`src/rtl/cart_pkg.sv`:
```
// Shared cart-handling types: scan sequencer states, bankswitch codes
// and the detector scan ceiling.
package cart_pkg;

   localparam int SCAN_MAX_DEF = 8192;

   localparam logic [2:0] S_IDLE   = 3'd0;
   localparam logic [2:0] S_FETCH  = 3'd1;
   localparam logic [2:0] S_FEED   = 3'd2;
   localparam logic [2:0] S_SETTLE = 3'd3;
   localparam logic [2:0] S_DONE   = 3'd4;

   typedef enum logic [3:0] {
      BS_NONE = 4'd0,
      BS_F8   = 4'd1,
      BS_F6   = 4'd2,
      BS_F4   = 4'd3,
      BS_E0   = 4'd4,
      BS_3F   = 4'd5,
      BS_CV   = 4'd9,
      BS_E7   = 4'd12
   } bs_t;

   // A nonzero extension-forced type always beats the detector.
   function automatic logic [3:0] resolve_bs(
      input logic [3:0] ext,
      input logic [3:0] det
   );
      return (ext != 4'd0) ? ext : det;
   endfunction

endpackage

```
`src/rtl/detect2600_scan_ctrl.sv`:
```
// Post-load sequencer: streams the cart image from memory into the
// bankswitch detector, then latches the resolved type and superchip flag.
module detect2600_scan_ctrl
   import cart_pkg::*;
#(
   parameter int SCAN_MAX = SCAN_MAX_DEF,
   parameter int SETTLE   = 4,
   parameter int SC_MIN   = 4225
) (
   input  logic        clk,
   input  logic        reset_n,
   input  logic        start,
   input  logic [31:0] rom_size,
   input  logic [3:0]  ext_bs,
   output logic        mem_req,
   output logic [12:0] mem_addr,
   input  logic        mem_ack,
   input  logic [7:0]  mem_dout,
   output logic [12:0] det_addr,
   output logic        det_enable,
   output logic [7:0]  det_data,
   input  logic [3:0]  det_force_bs,
   input  logic        det_sc,
   output logic        busy,
   output logic        done,
   output logic [3:0]  bs_type,
   output logic        sc_out
);

   localparam logic [13:0] N_MAX    = 14'(SCAN_MAX);
   localparam logic [31:0] N_MAX_W  = 32'(SCAN_MAX);
   localparam logic [7:0]  SET_LAST = 8'(SETTLE - 1);
   localparam logic [31:0] SC_MIN_W = 32'(SC_MIN);

   logic [2:0]  state;
   logic        pend;
   logic [13:0] idx;
   logic [13:0] n;
   logic [7:0]  cnt;
   logic [7:0]  byte_q;
   logic [12:0] addr_q;
   logic [3:0]  ext_q;
   logic [31:0] size_q;
   logic [3:0]  bs_q;
   logic        sc_q;

   logic [13:0] n_in;
   logic [13:0] idx_nx;
   logic [3:0]  bs_res;
   logic        sc_res;

   assign n_in   = (rom_size >= N_MAX_W) ? N_MAX : rom_size[13:0];
   assign idx_nx = idx + 14'd1;
   assign bs_res = resolve_bs(ext_q, det_force_bs);
   assign sc_res = det_sc && (size_q >= SC_MIN_W);

   assign mem_req    = (state == S_FETCH);
   assign mem_addr   = idx[12:0];
   assign det_enable = (state == S_FEED);
   assign det_addr   = addr_q;
   assign det_data   = byte_q;
   assign done       = (state == S_DONE);
   assign busy       = (state != S_IDLE) || pend;
   assign bs_type    = done ? bs_res : bs_q;
   assign sc_out     = done ? sc_res : sc_q;

   // A restart from a busy state parks one cycle in IDLE (pend) so
   // mem_req visibly drops before the new fetch begins.
   always_ff @(posedge clk or negedge reset_n) begin
      if (!reset_n) begin
         state  <= S_IDLE;
         pend   <= 1'b0;
         idx    <= '0;
         n      <= '0;
         cnt    <= '0;
         byte_q <= '0;
         addr_q <= '0;
         ext_q  <= '0;
         size_q <= '0;
         bs_q   <= '0;
         sc_q   <= 1'b0;
      end else if (start) begin
         ext_q  <= ext_bs;
         size_q <= rom_size;
         n      <= n_in;
         idx    <= '0;
         cnt    <= '0;
         if (state == S_DONE) begin
            bs_q <= bs_res;
            sc_q <= sc_res;
         end
         if (n_in == 14'd0) begin
            state <= S_SETTLE;
            pend  <= 1'b0;
         end else if (state == S_IDLE) begin
            state <= S_FETCH;
            pend  <= 1'b0;
         end else begin
            state <= S_IDLE;
            pend  <= 1'b1;
         end
      end else begin
         unique case (state)
            S_IDLE: begin
               if (pend) begin
                  pend  <= 1'b0;
                  state <= S_FETCH;
               end
            end
            S_FETCH: begin
               if (mem_ack) begin
                  byte_q <= mem_dout;
                  addr_q <= idx[12:0];
                  state  <= S_FEED;
               end
            end
            S_FEED: begin
               idx   <= idx_nx;
               state <= (idx_nx == n) ? S_SETTLE : S_FETCH;
            end
            S_SETTLE: begin
               if (cnt == SET_LAST) begin
                  cnt   <= '0;
                  state <= S_DONE;
               end else begin
                  cnt <= cnt + 8'd1;
               end
            end
            S_DONE: begin
               bs_q  <= bs_res;
               sc_q  <= sc_res;
               state <= S_IDLE;
            end
            default: state <= S_IDLE;
         endcase
      end
   end

endmodule

```
`config.mk`:
```
export PLATFORM = sky130hd
export DESIGN_NAME = detect2600_scan_ctrl
export DESIGN_NICKNAME = d
export VERILOG_FILES = /design/src/rtl/cart_pkg.sv /design/src/rtl/detect2600_scan_ctrl.sv
export SDC_FILE = /design/constraint.sdc
export NUM_CORES = 1
export LEC_CHECK = 0
export CORE_ASPECT_RATIO = 2
export CORE_MARGIN = 2
export CORE_UTILIZATION = 56
export DETAILED_ROUTE_END_ITERATION = 8
export PLACE_DENSITY = 0.85
export SLEW_MARGIN = 40
export SYNTH_ARGS = -nofsm -noshare
export SYNTH_HDL_FRONTEND = slang
export SYNTH_SLANG_ARGS = --single-unit
```
`constraint.sdc`:
```
create_clock -name clk -period 3.5 [get_ports clk]
set_input_delay 0.525 -clock clk [delete_from_list [all_inputs] [get_ports clk]]
set_output_delay 0.525 -clock clk [all_outputs]
set_load 0.01 [all_outputs]
```
Word-level counts from Yosys, hierarchy flattened
Index checks and enable logic that the tools add are counted.

word-level totals
  bits in registers = 102
  input port bits = 53
  logic and storage cells = 57

operators by class
  reductions and logical operators = 11
  order comparisons = 2
  mux-type cells = 21
  equal/unequal tests = 9
  add/subtract/negate cells = 2
  bitwise operators = 1

operators with widths
  kind                                                                                    number
  14-bit 2-to-1 mux                                                                       3
  32-bit by 13-bit greater-or-equal comparator with 1-bit output (second input constant)  1
  32-bit by 14-bit greater-or-equal comparator with 1-bit output (second input constant)  1
  8-bit 2-to-1 mux                                                                        3
  14-bit by 1-bit adder with 14-bit output (second input constant)                        1
  14-bit equality test                                                                    1
  14-bit logical NOT                                                                      1
  3-bit 2-to-1 mux                                                                        4
  3-bit case mux with 4 select lines                                                      1
  8-bit by 1-bit adder with 8-bit output (second input constant)                          1
  8-bit by 2-bit equality test with 1-bit output (second input constant)                  1
  4-bit 2-to-1 mux                                                                        2
  3-bit by 2-bit equality test with 1-bit output (second input constant)                  2
  1-bit 2-to-1 mux                                                                        6
  3-bit inequality test (second input constant)                                           2
  3-bit AND reduction                                                                     2
  2-bit nonzero test                                                                      3
  2-bit 2-to-1 mux                                                                        2
  4-bit nonzero test                                                                      1
  3-bit by 1-bit equality test with 1-bit output (second input constant)                  1
  3-bit equality test (second input constant)                                             1
  3-bit logical NOT                                                                       1
  3-bit by 2-bit inequality test with 1-bit output (second input constant)                1
  3-bit nonzero test                                                                      1
  other kinds (3)                                                                         3

Longest topological paths before layout
  depth in word-level cells = 5
  mapped depth = 8

Worst setup path after synthesis
No wires, ideal clock.

  path type = register to output
  from = register size_q[3]
  to = output sc_out
  path buffers = 0
  slack = 1.554 ns
  required time = 2.975 ns
  cell stages (with the launch flop) = 6
  data arrival time = 1.421 ns
  cells stage by stage = dfrtp_1 > or4_1 > o41ai_1 > nand2_1 > a21oi_1 > o22ai_1

on the way
  cells in the longest elaborated chain, start to end = 3

ends and longest elaborated chain
  what                                                            line                        RTL
  start, declared                                                 detect2600_scan_ctrl.sv:43  logic [31:0] size_q;
  start signal, assigned                                          detect2600_scan_ctrl.sv:84  size_q <= rom_size;
  32-bit by 13-bit greater-or-equal comparator with 1-bit output  detect2600_scan_ctrl.sv:55  assign sc_res = det_sc && (size_q >= SC_MIN_W);
  1-bit logical AND                                               detect2600_scan_ctrl.sv:55
  1-bit 2-to-1 mux                                                --
  end, declared                                                   detect2600_scan_ctrl.sv:27  output logic sc_out

Every way passes these cells.

Final worst setup path
  from = register size_q[27]
  to = output sc_out

Same word-level chain as after synthesis.

==> reports/metrics.cfg <==
[routing]
vias = 3651
via_per_inst = 5.82
drc = 0
drt-pass1-iter-count = 5
wl_per_cell_um = 17.5
wl_um = 11000
detail-route-antenna-nets = 0
drtIter0Drc = 271

[die]
core-area_sq_mm = 0.00859
start_util_pct = 57.6
fp-row-count = 48
io_pins = 96
die_h_um = 137
die-area_sq_mm = 0.00965
die_w_um = 70.5

[place]
placed_cells = 612
post-place-ws_ps = 729
hpwl_um = 8220
place_area_sq_mm = 0.00582
io_buffers = 95
gp_congestion = 0.915

[clock_network]
cts_tree = done
clkLatencyLatePin_ps = 350
cts_root_buf = clkbuf_16
cts_setup_buffers = 0
cts_resized = 0
clkTransAtPathRegs_ps = 70
clock-sinks = 102
cts-htree-levels = 3
clock_path_buffers = 2
hold_buffers = 0
cts_made_buffers = 9

[power]
power.density_mw_per_mm2 = 493
clockPowerShare_pct = 30.8
p_total_uw = 3010
vdd_drop_max_mv = 0.477
power.internal_uw = 2190
switching_share_pct = 27.0
p_sw_uw = 812
power.share.sequential_pct = 47.3
p_leak_uw = 0.00248
power_frac_comb_pct = 21.9

[logic_synthesis]
synthFlopType = dfrtp_1
synth-seq-area-share_pct = 51.6
syn_avg_cell_area_sq_um = 11.0
ys_types = 53
yosysWarnings = 0
synth_edf_count = 0
syn_area_sq_mm = 0.00495
ys_ff_latch = 102
synth_nets = 503
async_flop_share_pct = 100
syn_inst = 448

[worst_setup_path]
crit_slowest_cell = clkdlybuf4s50_1
crit_required_ps = 2970
worstSetupPathType = reg -> out
arrival_ps = 2590
path_cells = nor4_1, nand4_1, or4_1, a21oi_1, o22ai_1, clkdlybuf4s50_1
crit_family = simple AND/OR/NAND/NOR gates
critPathMaxStageDelay_ps = 500
r2r_end = state[1]$_DFFE_PN0P_
path_buf_inv = 1
rr_worst_depth = 7
worst_setup_path_end_kind = output pin
r2r_slack_ps = 1260
r2r_start = idx[0]$_DFFE_PN0P_
worstPathMaxFanout = 2
start_kind = flop

[finish]
drive_gt1_share_pct = 16.9
fin_nets = 578
fin_area_sq_mm = 0.00610
final_cells = 627
fillers = 620
diodes = 0
syn2layout_area_growth_pct = 23.3

[sta]
setup_ws_ps = 387
worstMarginPinSlew_ps = 656
slew_headroom_pct = 56.1
rsz0062_at_grt = false
hold_viol = 0
setup_viol = 0
drv_slew = 0
fmax_mhz = 321
timing.final.crit_period_ps = 3110
fin_skew_ps = 10.1
setup_tns_ps = 0
finalCritPeriodShare_pct = 88.9

[global_route]
grt.overflow.total = 0
grt_pass1_vias = 3716
grt_pass1_wl_um = 17800
antenna_found_initial = 0
grt_max_degree = 53
grt_usage_pct = 23.7

[status]
status = completed

[hold_path]
hold_path.class = in -> async

[flow_run]
maxCapViolations = 0

==> per-layer routing <==
layer,global-route usage (%),vias to the layer above,routed length [um],part of all wire [%]
li1,-,1722,-,-
met1,25.4,1773,3890,35
met2,44.2,123,6230,57
met3,3.90,33,455,4.1
met4,11.6,0,401,3.7
met5,0,-,0,0
==> power by group through the flow <==
stage / logic [uW] / registers (uW) / clock network (uW)
6_report: 657 / 1420 / 925
5_1_grt: 708 / 1440 / 990
4_1_cts: 666 / 1420 / 944
3_5_place_dp: 661 / 1440 / 0
3_3_place_gp: 642 / 1440 / 0
2_1_floorplan: 319 / 1420 / 0
==> per-stage QoR <==
stage | hold WS, ps | utilization, %
floorplan | 229 | -
CTS | 211 | 71.0
detailed placement | 480 | 67.8
global route | 253 | 71.0
global placement | 474 | 67.7
finish | 191 | 71.0
==> cell usage after synthesis, types with 3 or more instances <==
cell | n | share of area (%)
dfrtp_1 | 102 | 52
mux2_2 | 56 | 13
nor2_1 | 35 | 2.7
o21ai_0 | 30 | 3.0
nand2_1 | 28 | 2.1
xnor2_1 | 19 | 3.4
inv_1 | 18 | 1.4
nor4_1 | 17 | 2.1
a21oi_1 | 15 | 1.5
buf_4 | 15 | 2.3
nand3_1 | 10 | 1.0
nor3_1 | 10 | 1.0
nand4_1 | 8 | 1.0
xor2_1 | 8 | 1.4
buf_2 | 6 | 0.61
nor2b_1 | 6 | 0.76
clkbuf_1 | 5 | 0.38
buf_1 | 4 | 0.30
buf_6 | 4 | 0.91
nand2b_1 | 4 | 0.51
o211ai_1 | 4 | 0.61
and3_1 | 3 | 0.38
o31ai_1 | 3 | 0.46
or3_1 | 3 | 0.38
or4_1 | 3 | 0.46
==> cells by family (layout without fill, tap and decap cells) <==
logic type               after synthesis  count (layout)  share of synthesized area (%)
AND/OR/NAND/NOR                      139             139                           15.4
flip-flops                           102             102                           51.6
AO/OA/AOI/OAI                         65              65                           8.04
multiplexers                          58              58                           13.2
buffers and inverters                 55             134                           6.55
XOR/XNOR                              27              27                           4.78
adder cells (fa/ha/maj)                2               2                          0.506
==> cells in the final DEF, fill, tap and decap left out, drive strengths merged, types with 9 or more instances in the layout <==
master,n
a21oi,15
clkbuf,10
clkdlybuf4s50,93
dfrtp,102
inv,19
mux2,57
nand2,30
nand3,11
nand4,9
nor2,35
nor3,11
nor4,18
o21ai,30
xnor2,19
==> layout make-up <==
cell class / instances / area (sq um) / share of cell area [%]
clock inverter: 5 / 35.0 / 0.574
inverter: 18 / 67.6 / 1.11
multi-input combinational: 291 / 2090 / 34.3
clock buffer: 10 / 239 / 3.92
tap: 100 / 125 / 2.05
sequential: 102 / 2550 / 41.8
timing repair buffer: 101 / 988 / 16.2
==> sequential cells by signal, summed over array words and instances (netlist names) <==
| name | cells |
|---|---|
| bs_q | 4 |
| cnt | 8 |
| det_addr | 13 |
| det_data | 8 |
| ext_q | 4 |
| idx | 14 |
| n | 14 |
| pend | 1 |
| sc_q | 1 |
| size_q | 32 |
| state | 3 |
==> worst max path at each step <==
stage,from,to,cells after the start
after floorplan,size_q[3]$_DFFE_PN0P_,sc_out,5
after global placement,size_q[26]$_DFFE_PN0P_,sc_out,6
after detailed placement,size_q[26]$_DFFE_PN0P_,sc_out,6
after CTS,size_q[26]$_DFFE_PN0P_,sc_out,6
after global routing,size_q[26]$_DFFE_PN0P_,sc_out,6
final,size_q[27]$_DFFE_PN0P_,sc_out,6
No activity file was read; power rests on OpenSTA's default activity.
